**src/rtl/nmr_bstrm_simp_dpath_if.sv**
```systemverilog
// Segment bus between the sequence controller and the bitstream datapath.
// The controller side (master) issues segments; the datapath (slave) drives
// the serial output and the next-segment request.
interface nmr_bstrm_simp_dpath_if #(
  parameter int DATA_WIDTH = 24,
  parameter int MUX_WIDTH  = 16
);
  logic                  START;
  logic                  DPATH_RDY;
  logic [DATA_WIDTH-1:0] data;
  logic                  PLS_POL;
  logic [3:0]            mux_sel;
  logic [MUX_WIDTH-2:0]  mux_in;
  logic                  OUT;

  modport master (
    output START,
    output data,
    output PLS_POL,
    output mux_sel,
    output mux_in,
    input  DPATH_RDY,
    input  OUT
  );

  modport slave (
    input  START,
    input  data,
    input  PLS_POL,
    input  mux_sel,
    input  mux_in,
    output DPATH_RDY,
    output OUT
  );
endinterface

```
**src/rtl/nmr_bstrm_simp_dpath.sv**
```systemverilog
// NMR pulse-sequencer bitstream datapath: plays one segment (length,
// polarity, mux source) on OUT and requests the next segment one cycle
// before the current one ends so back-to-back segments are gapless.
module nmr_bstrm_simp_dpath #(
  parameter int DATA_WIDTH = 24,
  parameter int MUX_WIDTH  = 16
) (
  input logic                  CLK,
  input logic                  RST,
  nmr_bstrm_simp_dpath_if.slave bus
);

  typedef enum logic {
    IDLE = 1'b0,
    RUN  = 1'b1
  } state_t;

  state_t                state_q, state_d;
  logic [DATA_WIDTH-1:0] cnt_q, cnt_d;
  logic                  pol_l_q, pol_l_d;
  logic [3:0]            sel_l_q, sel_l_d;
  logic                  out_q, out_d;
  logic [DATA_WIDTH-1:0] len;
  logic                  start_lvl;
  logic                  run_lvl;
  logic                  rdy;

  // Select space is always 16 wide; entries beyond the real mux tie to 0,
  // entry 0 is unused since select 0 means "use the polarity".
  logic [15:0] src_ext;
  assign src_ext[0] = 1'b0;
  for (genvar gi = 1; gi < 16; gi++) begin : g_src
    if (gi < MUX_WIDTH) begin : g_live
      assign src_ext[gi] = bus.mux_in[gi-1];
    end else begin : g_tie
      assign src_ext[gi] = 1'b0;
    end
  end

  // Segment length clamp (0/1 -> 2 so a request pulse always exists) and the
  // output level for a fresh segment and for a running one.
  always_comb begin
    len       = (bus.data < DATA_WIDTH'(2)) ? DATA_WIDTH'(2) : bus.data;
    start_lvl = (bus.mux_sel == 4'd0) ? bus.PLS_POL : src_ext[bus.mux_sel];
    run_lvl   = (sel_l_q == 4'd0) ? pol_l_q : src_ext[sel_l_q];
  end

  // State and datapath registers.
  always_ff @(posedge CLK) begin
    if (RST) begin
      state_q <= IDLE;
      cnt_q   <= '0;
      pol_l_q <= 1'b0;
      sel_l_q <= 4'd0;
      out_q   <= 1'b0;
    end else begin
      state_q <= state_d;
      cnt_q   <= cnt_d;
      pol_l_q <= pol_l_d;
      sel_l_q <= sel_l_d;
      out_q   <= out_d;
    end
  end

  // Next state: START wins in any state; RUN counts down and re-samples the
  // selected source, then drops to IDLE holding the last output level.
  always_comb begin
    state_d = state_q;
    cnt_d   = cnt_q;
    pol_l_d = pol_l_q;
    sel_l_d = sel_l_q;
    out_d   = out_q;
    if (bus.START) begin
      state_d = RUN;
      cnt_d   = len - DATA_WIDTH'(1);
      pol_l_d = bus.PLS_POL;
      sel_l_d = bus.mux_sel;
      out_d   = start_lvl;
    end else if (state_q == RUN) begin
      if (cnt_q != '0) begin
        cnt_d = cnt_q - DATA_WIDTH'(1);
        out_d = run_lvl;
      end else begin
        state_d = IDLE;
      end
    end
  end

  // Request: single pulse at cnt==1 while running, steady level when idle.
  always_comb begin
    rdy = 1'b1;
    if (state_q == RUN) begin
      rdy = (cnt_q == DATA_WIDTH'(1));
    end
  end

  assign bus.DPATH_RDY = rdy;
  assign bus.OUT       = out_q;

endmodule

```
**src/flat_wrapper.sv**
```systemverilog
// flat-port wrapper written by rule: the top's interface ports become plain ports
module nmr_bstrm_simp_dpath_flat 
#(
  parameter int DATA_WIDTH = 24,
  parameter int MUX_WIDTH  = 16
)
  (CLK, RST, bus_START, bus_data, bus_PLS_POL, bus_mux_sel, bus_mux_in, bus_DPATH_RDY, bus_OUT);
  nmr_bstrm_simp_dpath_if #(.DATA_WIDTH(DATA_WIDTH), .MUX_WIDTH(MUX_WIDTH)) bus_i ();
  input logic CLK;
  input logic RST;
  input wire logic [$bits(bus_i.START)-1:0] bus_START;
  input wire logic [$bits(bus_i.data)-1:0] bus_data;
  input wire logic [$bits(bus_i.PLS_POL)-1:0] bus_PLS_POL;
  input wire logic [$bits(bus_i.mux_sel)-1:0] bus_mux_sel;
  input wire logic [$bits(bus_i.mux_in)-1:0] bus_mux_in;
  output wire logic [$bits(bus_i.DPATH_RDY)-1:0] bus_DPATH_RDY;
  output wire logic [$bits(bus_i.OUT)-1:0] bus_OUT;
  assign bus_i.START = bus_START;
  assign bus_i.data = bus_data;
  assign bus_i.PLS_POL = bus_PLS_POL;
  assign bus_i.mux_sel = bus_mux_sel;
  assign bus_i.mux_in = bus_mux_in;
  assign bus_DPATH_RDY = bus_i.DPATH_RDY;
  assign bus_OUT = bus_i.OUT;
  nmr_bstrm_simp_dpath #(.DATA_WIDTH(DATA_WIDTH), .MUX_WIDTH(MUX_WIDTH)) u_core (.CLK(CLK), .RST(RST), .bus(bus_i));
endmodule
```
**config.mk**
```make
export PLATFORM = sky130hd
export DESIGN_NAME = nmr_bstrm_simp_dpath_flat
export DESIGN_NICKNAME = d
export VERILOG_FILES = /design/src/rtl/nmr_bstrm_simp_dpath_if.sv /design/src/rtl/nmr_bstrm_simp_dpath.sv /design/src/flat_wrapper.sv
export SDC_FILE = /design/constraint.sdc
export NUM_CORES = 1
export LEC_CHECK = 0
export ABC_CLOCK_PERIOD_IN_PS = 10640
export BUFFER_PORTS_ARGS = -buffer_cell sky130_fd_sc_hd__buf_2
export CAP_MARGIN = 20
export CORE_AREA = 4 4 75 77
export DETAILED_ROUTE_END_ITERATION = 16
export DIE_AREA = 0 0 79 81
export GPL_ROUTABILITY_DRIVEN = 0
export PLACE_DENSITY = 0.72
export SLEW_MARGIN = 20
export SYNTH_ARGS = -nofsm -noshare
export SYNTH_HDL_FRONTEND = slang
export SYNTH_SLANG_ARGS = --single-unit
```
**constraint.sdc**
```tcl
create_clock -name CLK -period 10.64 [get_ports CLK]
set_clock_uncertainty 0.1 [all_clocks]
set_input_delay 1.596 -clock CLK [delete_from_list [all_inputs] [get_ports CLK]]
set_output_delay 1.596 -clock CLK [all_outputs]
set_load 0.05 [all_outputs]
```
==> results.cfg, run 1 <==
[die]
core_mm2 = 0.00501
die_w_um = 79
dieArea_mm2 = 0.00640
start_util_pct = 47.9
die_height_um = 81
ios = 49
rows = 26

[routing]
via_per_inst = 5.80
wl_mm = 6.03
wl_per_cell_um = 15.3
drt_first_pass_iters = 4
drt_iter0_markers = 178
final_antenna_net_count = 0
drcViolationCount = 0
vias = 2286

[worst_setup_path]
worst_setup_path_end_kind = register
path_buf_inv = 1
path_cells = buf_2 > or4_4 > or4_4 > or4_4 > nand2_1 > ha_1 > nand2_1 > or3_1 > nor4_1 > xnor2_1 > o22ai_1
worstSetupStartpoint = bus_data[18]
cp-start-kind = primary input
path_common_cell = or4_4
path_max_fanout = 5
cp_num_cells = 11
reg2reg_from = u_core.cnt_q[4]
crit_type = in2reg
crit_required_ns = 10.69
critical_path.top_delay_family = simple AND/OR/NAND/NOR gates
cpMaxStageDelayCell = or4_4
slowest_delay_ns = 0.57
r2r-end = u_core.cnt_q[0]
r2r_cells = 7
r2r_slack_ns = 7.76
cp.arrival_ns = 4.76

[clock_network]
cts_max_level = 2
clkLatencyLatePin_ns = 0.29
clk_path_buf_depth = 2
clkTransAtPathRegs_ns = 0.08
post_cts_buffers = 0
cts_hold_buf = 0
clock-sinks = 31
cts_buffers = 5
cts-resized-gates = 0
cts_root_buf = clkbuf_8
cts_tree = done

[sta]
hold_viol = 0
rsz0062_at_grt = no
slew_violations = 0
worst_slew_pin_slew_ns = 0.594
setup-violations-final = 0
maxSlewHeadroom_pct = 60.1
fmax_mhz = 212
fin_crit_sh_pct = 44.2
period_minus_slack_ns = 4.71
fin_setup_tns_ns = 0

[synth]
synthXorXnorAreaFrac_pct = 13.1
synthTopCellsByArea = dfxtp_1 (26%), xnor2_1 (12%), nor4_1 (5.0%)
yosys.cell_types.count = 52
synthMuxAreaShare_pct = 9.33
synth_cells = 283
synth_commonest_cells = xnor2_1 (32), dfxtp_1 (31), nor2_1 (29)
async_flop_share_pct = 0
yosysTopAreaCell = dfxtp_1
synth_top_family_by_area = simple AND/OR/NAND/NOR gates
syn_area_mm2 = 0.00240
synth_ff_type = dfxtp_1
synthesis.nets = 333
synth-edff-count = 0
synth_compound_gate_area_share_pct = 16.5
yosysMostFrequentCell = xnor2_1
ys_ff_latch = 31
synth_top_area_share_pct = 25.9
yosysWarnings = 0
syn_avg_cell_area_um2 = 8.48
synth-simple-area-share_pct = 29.5
synthAdderAreaFrac_pct = 1.56
ys_seq_area_share_pct = 25.9

[cells_and_area]
n_antenna_cell = 0
nets = 373
fillers = 490
post_route_cells_drive_above_1_share_pct = 24.1
postLayoutCoreUtil_pct = 55.7
regArea_um2 = 621
multi_input_area_mm2 = 0.00168
instances_no_fill = 394
areaGrowthSynthToFinish_pct = 16.3

[global_routing]
grt_first_pass_wirelength_mm = 9.73
grt_usage_pct = 19.3
first_global_vias = 2127
antenna_found_initial = 0
grt-ovfl-total = 0
grt_max_degree = 30

[placement]
dp.cells = 386
portBuffers = 48
hpwlAfterDp_mm = 4.58

[power_and_ir_drop]
ir_drop_v = 0.0000921
leakage_nw = 0.983
p_per_area_mw_per_mm2 = 129
total_power_uw = 361
p_int_uw = 255
switching_power_uw = 106
p_sw_share_pct = 29.3
pwr-share-seq_pct = 37.7
power_frac_clock_pct = 39.7
p_comb_share_pct = 22.6

[outcome]
status = finished clean

[worst_hold_path]
hold_class = reg2reg
hp-start = u_core.pol_l_q
hold_path_depth = 2
whs_endpoint = u_core.pol_l_q

[flow_run]
max_cap_violations = 0
[worst max path at each step]
stage	to
2_1_floorplan	u_core.cnt_q[18]
3_3_place_gp	u_core.cnt_q[18]
3_5_place_dp	u_core.cnt_q[18]
4_1_cts	u_core.cnt_q[18]
5_1_grt	u_core.cnt_q[18]
6_report	u_core.cnt_q[18]
[cell families (layout without fill, tap and decap cells)]
family	count (synthesis)	count (layout)
and+or+nand+nor	123	123
AOI/OAI and AO/OA	53	53
buffers and inverters	21	62
DFF	31	31
muxes	16	16
xor gates and xnor gates	36	36
adders and majority gates	3	3
[routing by layer]
layer / global-route usage (%) / share of wire [%]
met1: 24.7 / 43
met2: 33.0 / 51
met3: 4.32 / 4.9
met4: 4.81 / 1.0
met5: 0 / 0
[tightest hold or removal path, delay by kind of cell (launching register included)]
kind	cells	cell delay [ns]
flops	1	0.34
simple gates	1	0.08
mux	1	0.07
[power groups by stage]
stage | Sequential (mW) | Clock [mW] | Combinational [mW]
after floorplan | 0.136 | 0 | 0.0593
after global routing | 0.137 | 0.150 | 0.0895
final | 0.136 | 0.143 | 0.0814
after CTS | 0.136 | 0.145 | 0.0814
after detailed placement | 0.138 | 0 | 0.0808
after global placement | 0.138 | 0 | 0.0797
[flip-flops by register name, summed over array words and instances (netlist names)]
signal          flops
u_core.cnt_q       24
u_core.sel_l_q      4
u_core.bus.OUT      1
u_core.pol_l_q      1
u_core.state_q      1
[final cells by class]
| cell class | instances | area share [%] |
|---|---|---|
| clock buffers | 5 | 2.47 |
| clock inverters | 3 | 2.42 |
| inverters | 5 | 0.673 |
| multi-input cells | 231 | 60.2 |
| flip-flops and latches | 31 | 22.2 |
| well taps | 70 | 3.14 |
| repair buffers | 49 | 8.88 |
[per-stage QoR]
stage / setup WS, ns / instance area (µm²) / hold slack [ns]
2_1_floorplan: 6.01 / 2400 / 0.361
3_3_place_gp: 5.74 / 2650 / 0.391
3_5_place_dp: 5.62 / 2650 / 0.402
4_1_cts: 5.93 / 2790 / 0.419
5_1_grt: 5.78 / 2790 / 0.462
6_report: 5.93 / 2790 / 0.413
[placed cells by master (no fill, tap or decap), types with 4 or more instances in the layout]
master / count
mux2i_1: 10
buf_2: 48
nor3_1: 17
o21ai_0: 5
nand2_1: 14
clkbuf_8: 5
nand3_1: 4
mux4_2: 5
nor4_1: 19
or4_4: 4
nand4_1: 5
xnor2_1: 32
nor2_1: 29
a21oi_1: 9
inv_1: 5
a211oi_1: 10
dfxtp_1: 31
or3_1: 7
o22ai_1: 10
xor2_1: 4
Note: power is estimated with default switching activity, not from simulation.
==> run 2, diff against run 1 <==
ABC_AREA = 1   (was default)
ABC_CLOCK_PERIOD_IN_PS = 4300   (was 10640)
CORE_AREA = 4 4 81 83   (was 4 4 75 77)
DIE_AREA = 0 0 85 87   (was 0 0 79 81)
PLACE_DENSITY = 0.74   (was 0.72)
clock period = 4.3 ns   (was 10.64 ns; I/O delays follow)
==> run 2 against run 1 <==
Non-clock buffer count decreased by 1. Final cell count up 56%. Combinational power increased to 3.5 times the previous value. Synthesized cell count grew 77%. Total power increased by 140%. Via count increased by 47%. Critical endpoint unchanged.
==> results.cfg, run 2 <==
[routing]
m1WireLength_mm = 3.75
vias = 3366
dr.max_layer_used = met4
final_antenna_net_count = 0
drt_first_pass_iters = 6
wl_mm = 8.69
drcViolationCount = 0
drt_iter0_markers = 167
dr_wl_met3_um = 533
wl_per_cell_um = 14.1
wl_met2_mm = 4.18
via_per_inst = 5.47

[sta]
fin_crit_sh_pct = 64.0
worst_slew_pin_slew_ns = 0.949
fmax_mhz = 364
rsz0062_at_grt = no
setup-violations-final = 0
hold_ws_ns = 0.366
hold_viol = 0
period_minus_slack_ns = 2.75
maxSlewHeadroom_pct = 36.7
slew_violations = 0
fin_setup_tns_ns = 0

[clock_network]
clkLatencyLatePin_ns = 0.30
post_cts_buffers = 0
clkTransAtPathRegs_ns = 0.07
cts_max_level = 2
cts-resized-gates = 0
cts_root_buf = clkbuf_8
clk_path_buf_depth = 2
cts_tree = done
cts_hold_buf = 0
clock-sinks = 31
cts_buffers = 5

[synth]
synth_top_family_by_area = simple AND/OR/NAND/NOR gates
synth_ff_type = dfxtp_1
synth_cells = 501
synthXorXnorAreaFrac_pct = 6.09
synth_commonest_cells = nand2_1 (106), nor2_1 (77), inv_1 (67)
syn_avg_cell_area_um2 = 5.74
yosysTopAreaCell = dfxtp_1
syn_area_mm2 = 0.00288
yosysMostFrequentCell = nand2_1
synthAdderAreaFrac_pct = 1.31
synthTopCellsByArea = dfxtp_1 (22%), nand2_1 (14%), nor2_1 (10%)
synth_compound_gate_area_share_pct = 19.0
yosysWarnings = 0
yosys.cell_types.count = 30
synthMuxAreaShare_pct = 0
async_flop_share_pct = 0
ys_ff_latch = 31
synth-edff-count = 0
synth_top_area_share_pct = 21.6
synthesis.nets = 551
ys_seq_area_share_pct = 21.6
synth-simple-area-share_pct = 39.8

[worst_setup_path]
cpMaxStageDelayCell = nand3_1
critical_path.top_delay_family = simple AND/OR/NAND/NOR gates
path_max_fanout = 7
path_cells = buf_2 > nor2_1 > nand2_1 > nor2_1 > nand3_1 > nand2_1 > ha_1 > nand3_1 > nor2_1 > nand3b_1 > nor2_1 > nand2_1 > nand3_1 > nand3_1 > nand2_1 > inv_1
crit_type = in2reg
worst_setup_path_end_kind = register
slowest_delay_ns = 0.23
crit_required_ns = 4.40
cp-start-kind = primary input
path_buf_inv = 2
cp.arrival_ns = 2.85

[cells_and_area]
regMostFlops = u_core.cnt_q
final_common_cell = nand2_1
layout_common_cells = nand2_1 (106), nor2_1 (77), inv_1 (67)
regArea_um2 = 621
n_antenna_cell = 0
largest_register_ffs = 24
top_regs = u_core.cnt_q (24), u_core.sel_l_q (4)
nets = 589
instances_no_fill = 615
post_route_cells_drive_above_1_share_pct = 13.3
multi_input_area_mm2 = 0.00190
postLayoutCellArea_mm2 = 0.00322
areaGrowthSynthToFinish_pct = 11.9
fillers = 605

[power_and_ir_drop]
p_per_area_mw_per_mm2 = 274
leakage_nw = 1.52
ir_drop_v = 0.000143

[global_routing]
grt_first_pass_wirelength_mm = 13.9
grt-ovfl-total = 0
grt_usage_pct = 23.4
antenna_found_initial = 0
grt_max_degree = 34
first_global_vias = 3097

[worst_hold_path]
hold_class = reg2reg

[placement]
dp.cells = 607
portBuffers = 48
dpl_cell_area_mm2 = 0.00312
hpwlAfterDp_mm = 6.55

[die]
ios = 49
start_util_pct = 49.1
die_height_um = 87
dieArea_mm2 = 0.00740
rows = 28
core_mm2 = 0.00585
die_w_um = 85

[outcome]
status = finished clean

[flow_run]
max_cap_violations = 0
## run 2: worst reg2reg max path: stages, from the launching register on
cell and delay, ns:
dfxtp_1 0.36, nor2_1 0.10, nand2_1 0.07, nor2_2 0.16, nand2_1 0.12, nor2_1 0.67, nand3_1 0.21, xnor2_1 0.18
o21ai_0 0.09, a21oi_1 0.19
## run 2: layout make-up
class	count	share of cell area, %
Sequential cell	31	19.3
Multi-Input combinational cell	385	59.1
Tap cell	75	2.92
Timing Repair Buffer	48	7.46
Clock buffer	8	3.11
Inverter	68	8.09
## run 2: power breakdown
group	total [mW]	internal [mW]	switching (mW)	leakage (nW)
Clock	0.257	0.146	0.111	0.0515
Combinational	0.284	0.101	0.183	1.21
Sequential	0.342	0.313	0.0288	0.258
Total	0.883	0.559	0.323	1.52
## run 2: worst paths after layout
check,startpoint,to,slack (ns),cells past startpoint
worst min-delay path,u_core.cnt_q[1],u_core.cnt_q[1],0.37,2
worst max-delay path,bus_data[6],u_core.cnt_q[18],1.55,16
worst max register to register,u_core.cnt_q[4],u_core.cnt_q[23],1.97,9
worst min register to register,u_core.cnt_q[1],u_core.cnt_q[1],0.37,2
## run 2: cell families after synthesis
logic type | Yosys count
and+or+nand+nor | 263
AOI/OAI and AO/OA | 99
buffers and inverters | 85
DFF | 31
xor gates and xnor gates | 20
adders and majority gates | 3
## run 2: through the flow
step | setup WS (ns) | util [%] | total power, mW
after floorplan | 1.88 | - | 0.547
after global placement | 1.35 | 53.3 | 0.619
after CTS | 1.62 | 55.0 | 0.883
after global routing | 1.29 | 55.0 | 0.937
final | 1.55 | 55.0 | 0.883
after detailed placement | 1.30 | 53.3 | 0.625
## run 2: metal layers
metal	GRT usage [%]	up-vias
li1	-	1705
met1	28.7	1517
met2	40.2	121
met3	4.82	23
met4	8.92	0
met5	0	-
